===== src/rtl/muldiv_hilo.sv =====
// rtl/muldiv_hilo.sv - iterative MULT/MULTU/DIV/DIVU unit with architectural HI/LO registers
// One bit per CALC cycle, sign fix-up and HI/LO write in FIX; MTHI/MTLO write directly from IDLE.
module muldiv_hilo #(
  parameter int WIDTH = 32
) (
  input  logic             clk,
  input  logic             reset,
  input  logic             start,
  input  logic [2:0]       op,
  input  logic [WIDTH-1:0] a,
  input  logic [WIDTH-1:0] b,
  input  logic             abort,
  output logic             busy,
  output logic             done,
  output logic             divzero,
  output logic [WIDTH-1:0] hi,
  output logic [WIDTH-1:0] lo
);

  localparam int CW = $clog2(WIDTH + 1);

  typedef enum logic [1:0] {S_IDLE, S_CALC, S_FIX} state_t;

  state_t             r_state;
  state_t             w_next;
  logic [CW-1:0]      r_cnt;
  logic [2*WIDTH-1:0] r_acc;
  logic [WIDTH-1:0]   r_opd;
  logic               r_div;
  logic               r_qneg;
  logic               r_rneg;
  logic               r_dz;
  logic               r_done;
  logic               r_divzero;
  logic [WIDTH-1:0]   r_hi;
  logic [WIDTH-1:0]   r_lo;

  logic               w_signed;
  logic               w_a_neg;
  logic               w_b_neg;
  logic [WIDTH-1:0]   w_abs_a;
  logic [WIDTH-1:0]   w_abs_b;
  logic               w_start_md;
  logic [WIDTH:0]     w_mul_sum;
  logic [2*WIDTH-1:0] w_mul_acc;
  logic [WIDTH:0]     w_rem_sh;
  logic [WIDTH:0]     w_rem_sub;
  logic               w_ge;
  logic [2*WIDTH-1:0] w_div_acc;
  logic [2*WIDTH-1:0] w_prod;
  logic [WIDTH-1:0]   w_quo;
  logic [WIDTH-1:0]   w_rem;

  assign w_signed   = ~op[0];
  assign w_a_neg    = w_signed & a[WIDTH-1];
  assign w_b_neg    = w_signed & b[WIDTH-1];
  assign w_abs_a    = w_a_neg ? -a : a;
  assign w_abs_b    = w_b_neg ? -b : b;
  assign w_start_md = start & ~op[2];

  // Multiply: LSB-first shift-add, partial product grows down from the top half.
  assign w_mul_sum = {1'b0, r_acc[2*WIDTH-1:WIDTH]} + (r_acc[0] ? {1'b0, r_opd} : '0);
  assign w_mul_acc = {w_mul_sum, r_acc[WIDTH-1:1]};

  // Divide: restoring; upper half is the remainder, lower half shifts dividend out and quotient in.
  assign w_rem_sh  = r_acc[2*WIDTH-1:WIDTH-1];
  assign w_ge      = (w_rem_sh >= {1'b0, r_opd});
  assign w_rem_sub = w_rem_sh - {1'b0, r_opd};
  assign w_div_acc = w_ge ? {w_rem_sub[WIDTH-1:0], r_acc[WIDTH-2:0], 1'b1}
                          : {w_rem_sh[WIDTH-1:0],  r_acc[WIDTH-2:0], 1'b0};

  assign w_prod = r_qneg ? -r_acc : r_acc;
  assign w_quo  = r_qneg ? -r_acc[WIDTH-1:0] : r_acc[WIDTH-1:0];
  assign w_rem  = r_rneg ? -r_acc[2*WIDTH-1:WIDTH] : r_acc[2*WIDTH-1:WIDTH];

  always_ff @(posedge clk or posedge reset) begin
    if (reset) r_state <= S_IDLE;
    else       r_state <= w_next;
  end

  always_comb begin
    w_next = r_state;
    case (r_state)
      S_IDLE: if (w_start_md) w_next = S_CALC;
      S_CALC: begin
        if (abort)                  w_next = S_IDLE;
        else if (r_cnt == CW'(1))   w_next = S_FIX;
      end
      S_FIX:   w_next = S_IDLE;
      default: w_next = S_IDLE;
    endcase
  end

  always_comb begin
    busy = (r_state == S_CALC) || (r_state == S_FIX);
  end

  always_ff @(posedge clk or posedge reset) begin
    if (reset) begin
      r_cnt     <= '0;
      r_acc     <= '0;
      r_opd     <= '0;
      r_div     <= 1'b0;
      r_qneg    <= 1'b0;
      r_rneg    <= 1'b0;
      r_dz      <= 1'b0;
      r_done    <= 1'b0;
      r_divzero <= 1'b0;
      r_hi      <= '0;
      r_lo      <= '0;
    end else begin
      r_done <= 1'b0;
      case (r_state)
        S_IDLE: begin
          if (w_start_md) begin
            r_div  <= op[1];
            r_qneg <= w_a_neg ^ w_b_neg;
            r_rneg <= w_a_neg;
            r_dz   <= op[1] & (b == '0);
            r_cnt  <= CW'(WIDTH);
            if (op[1]) begin
              r_acc <= {{WIDTH{1'b0}}, w_abs_a};
              r_opd <= w_abs_b;
            end else begin
              r_acc <= {{WIDTH{1'b0}}, w_abs_b};
              r_opd <= w_abs_a;
            end
          end else if (start && op == 3'b100) begin
            r_hi <= a;
          end else if (start && op == 3'b101) begin
            r_lo <= a;
          end
        end
        S_CALC: begin
          if (!abort) begin
            r_acc <= r_div ? w_div_acc : w_mul_acc;
            r_cnt <= r_cnt - CW'(1);
          end
        end
        S_FIX: begin
          if (!abort) begin
            r_done <= 1'b1;
            if (r_div) begin
              r_hi      <= w_rem;
              r_lo      <= r_dz ? '1 : w_quo;
              r_divzero <= r_dz;
            end else begin
              r_hi <= w_prod[2*WIDTH-1:WIDTH];
              r_lo <= w_prod[WIDTH-1:0];
            end
          end
        end
        default: ;
      endcase
    end
  end

  assign done    = r_done;
  assign divzero = r_divzero;
  assign hi      = r_hi;
  assign lo      = r_lo;

endmodule


===== config.mk =====
export PLATFORM = sky130hd
export DESIGN_NAME = muldiv_hilo
export DESIGN_NICKNAME = d
export VERILOG_FILES = /design/src/rtl/muldiv_hilo.sv
export SDC_FILE = /design/constraint.sdc
export NUM_CORES = 1
export LEC_CHECK = 0
export ABC_AREA = 1
export BUFFER_PORTS_ARGS = -buffer_cell sky130_fd_sc_hd__buf_2
export CAP_MARGIN = 20
export CORE_UTILIZATION = 30
export DETAILED_ROUTE_END_ITERATION = 8
export SYNTH_ARGS = -nofsm -noshare
export SYNTH_HDL_FRONTEND = slang
export SYNTH_SLANG_ARGS = --single-unit

===== constraint.sdc =====
create_clock -name clk -period 7.05 [get_ports clk]
set_input_delay 1.41 -clock clk [delete_from_list [all_inputs] [get_ports clk]]
set_output_delay 1.41 -clock clk [all_outputs]
set_load 0.005 [all_outputs]

==> summary.txt <==
Clock tree
  – CTS H-tree depth: 4
  – Setup bufs post-CTS: 0
  – Root Driver: clkbuf_16
  – Number of buffers created by CTS: 17
  – Hold_buf cts: 0
  – TritonCTS clock tree: yes
  – PostCTS Resize Cnt: 0
  – Clock Latency Late Sink: 0.49 ns
  – Clock Tree Buf Depth: 2
  – Clk slew on worst S/H paths: 0.08 ns
  – Clock tree sinks: 174

Global route
  – Initial antenna violation count: 1
  – Number of global-route vias before repair: 19100
  – Congestion Overflow GR: 0
  – First-pass GRT wire length: 122 mm
  – Total track usage: 0.261
  – Largest net degree at the start of global routing: 175

Finish
  – Most frequent cells in the layout: nand2_1 (883), nor2_1 (477), inv_1 (393)
  – Nets: 3352
  – ANT cells: 0
  – Final std cells w/o fill: 4001
  – Share of layout cells above drive strength 1: 0.0826
  – Fill cells: 6887
  – Commonest non-fill, non-tap cell in the layout: nand2_1
  – Final Util: 0.335
  – Area Growth Syn to Fin: 10.5%

Route
  – Avg WL per Cell: 20.7 µm
  – Vias: 21500
  – Routed Antenna Nets: 0
  – First DRT Iteration DRCs: 2428
  – Post-route DRC: 0
  – DR pass1 iterations: 8
  – DR vias/cell: 5.37
  – Routed wire length: 83.0 mm

Pwr
  – Part of the power in registers: 0.228
  – Clock power frac: 0.102
  – Maximum vdd drop: 0.275 mV
  – PD cells: 472 mW/mm²
  – Combinational power share: 0.670
  – Internal power: 0.00392 W
  – Sw Pwr: 0.00564 W
  – LEAKAGE: 10.1 nW
  – Net Sw Frac: 0.590

Placed design
  – Dpl hpwl: 67.1 mm
  – Port bufs: 137
  – Placer Congestion: 1.02
  – Placed Cells: 3969

Floorplanning
  – # IOs: 138
  – Die Area: 0.0620 mm²
  – Starting Density: 0.303
  – Core area: 0.0604 mm²
  – Die X: 249 µm
  – Cell row count: 90
  – Die Y: 249 µm

STA
  – Setup violators final: 0
  – Layout Skew: 0.0208 ns
  – Slew @ Worst Pin: 1.12 ns
  – Slew Limit Fails: 0
  – Hold Vio Cnt, Final: 0
  – Fmax: 0.231 GHz
  – Fin crit share: 0.614
  – Unrepaired setup endpoints after global routing: no
  – Max-slew headroom: 0.250
  – Setup TNS: 0 ns
  – Min Tclk post-route: 4.33 ns

Synthesis
  – Post-synth cell types: 51
  – Mapped Area: 0.0183 mm²
  – Post-synth EDFFs: 0
  – Simple-Gate Fraction of Synth Area: 0.420
  – Synthesized flop and latch total: 174
  – Post-synthesis adder-cell area fraction: 0.0521
  – Syn_nets: 3283
  – Mean Syn Cell Area: 5.84 µm²
  – Sequential element share of the synthesized area: 0.238
  – Asr flop ratio synth: 1.00
  – Warnings from Yosys: 0
  – Largest family of logic cells by synthesized area: simple AND/OR/NAND/NOR gates
  – Syn Inst Count: 3137
  – Top FF cell, synth: dfrtp_1
  – Mux contribution to synthesized area: 0
  – Compound-Gate Fraction of Synth Area: 0.153
  – Synth Area in XOR/XNOR: 0.0273

Outcome
  – Status: complete, no violations

Worst setup path
  – Worst Setup End Kind: register
  – CP max stage cell: ha_1
  – Worst-path cell chain: inv_1, ha_1, inv_2, nor2_1, nand2_1, inv_2, nor2_4, clkinv_2, nand3_1, or2_1, o21ai_1, o221ai_1
  – Slowest stage delay, CP: 0.69 ns
  – CP Class: register to register
  – CP dominant cell by count: inv_2
  – Crit Path Max Fanout: 44
  – CP Data Arrival Time: 4.66 ns
  – Crit-path leading delay family: buffers and inverters
  – Setup crit start kind: register
  – CP Buf/Inv Count: 4
  – Critical Path RT: 7.38 ns

Flow run
  – Max_cap viols: 0

Min path
  – Hold Path Class: register to register
-- cells in the mapped netlist (all sizes together) (32+ instances only) --
cell,instances,area share
nand2,904,0.19
nor2,506,0.11
inv,401,0.082
nand3,275,0.077
a21oi,207,0.058
o21ai,190,0.052
dfrtp,174,0.24
ha,73,0.050
clkbuf,64,0.015
nand4,60,0.020
xor2,42,0.020
buf,40,0.011
nor3,39,0.012
o211ai,32,0.013
-- power by group through the flow --
| stage | registers, W | clock network (W) | logic, W |
|---|---|---|---|
| after floorplan | 0.00180 | 0 | 0.00447 |
| after detailed placement | 0.00216 | 0 | 0.00622 |
| after global routing | 0.00220 | 0.00101 | 0.00706 |
| after CTS | 0.00214 | 0.000977 | 0.00625 |
| final | 0.00218 | 0.000974 | 0.00640 |
| after global placement | 0.00216 | 0 | 0.00622 |
-- tightest hold or removal path: stages (launching register included) --
cell     delay, ns
dfrtp_1       0.34
nand2_1       0.05
o21ai_0       0.06
-- path summary, 6_finish.rpt --
kind                       depth (start not counted)  slack, ns  startpoint  endpoint
hold reg to reg                                    2       0.49      lo[17]    lo[17]
hold / removal                                     2       0.49      lo[17]    lo[17]
setup reg to reg                                  12       2.72  r_state[1]  r_cnt[5]
max in group asynchronous                          3       4.98       reset     r_div
setup / recovery                                  12       2.72  r_state[1]  r_cnt[5]
min in group asynchronous                          3       1.09       reset     hi[6]
-- metrics by stage --
stage / hold slack, ns / instance area (µm²) / total power, W / setup WS [ns]
final: 0.486 / 20200 / 0.00956 / 2.72
after global routing: 0.527 / 20200 / 0.0103 / 2.32
after CTS: 0.489 / 20200 / 0.00936 / 2.84
after detailed placement: 0.471 / 19700 / 0.00838 / 2.84
after global placement: 0.469 / 19700 / 0.00838 / 2.85
after floorplan: 0.465 / 18300 / 0.00626 / 0.923
-- sequential cells by signal, indices dropped and copies added (netlist names), 2 cells and up --
signal / count
r_state: 2
hi: 32
r_opd: 32
lo: 32
r_cnt: 6
r_acc: 64
-- area by class of cell --
cell class                 instances  area [µm²]  area share
clock buffer                      17         425      0.0210
tap                              782         978      0.0483
sequential                       174        4360       0.215
multi-input combinational       2452       12000       0.591
timing repair buffer             155         833      0.0412
inverter                         406        1530      0.0757
clock inverter                    15         149     0.00736
-- kinds of logic after synthesis --
family / Yosys count
flops: 174
simple gates: 1817
fa+ha+maj: 75
xor+xnor: 57
compound gates: 503
buf+inv: 511
-- routing by layer --
layer | GRT usage | vias to the layer above | share of wire
met4 | 0.123 | 2 | 0.046
met2 | 0.378 | 1050 | 0.41
li1 | - | 10300 | -
met1 | 0.371 | 9995 | 0.45
met3 | 0.0497 | 175 | 0.093
met5 | 0 | - | 0.00016
No activity file was read; power rests on OpenSTA's default activity.
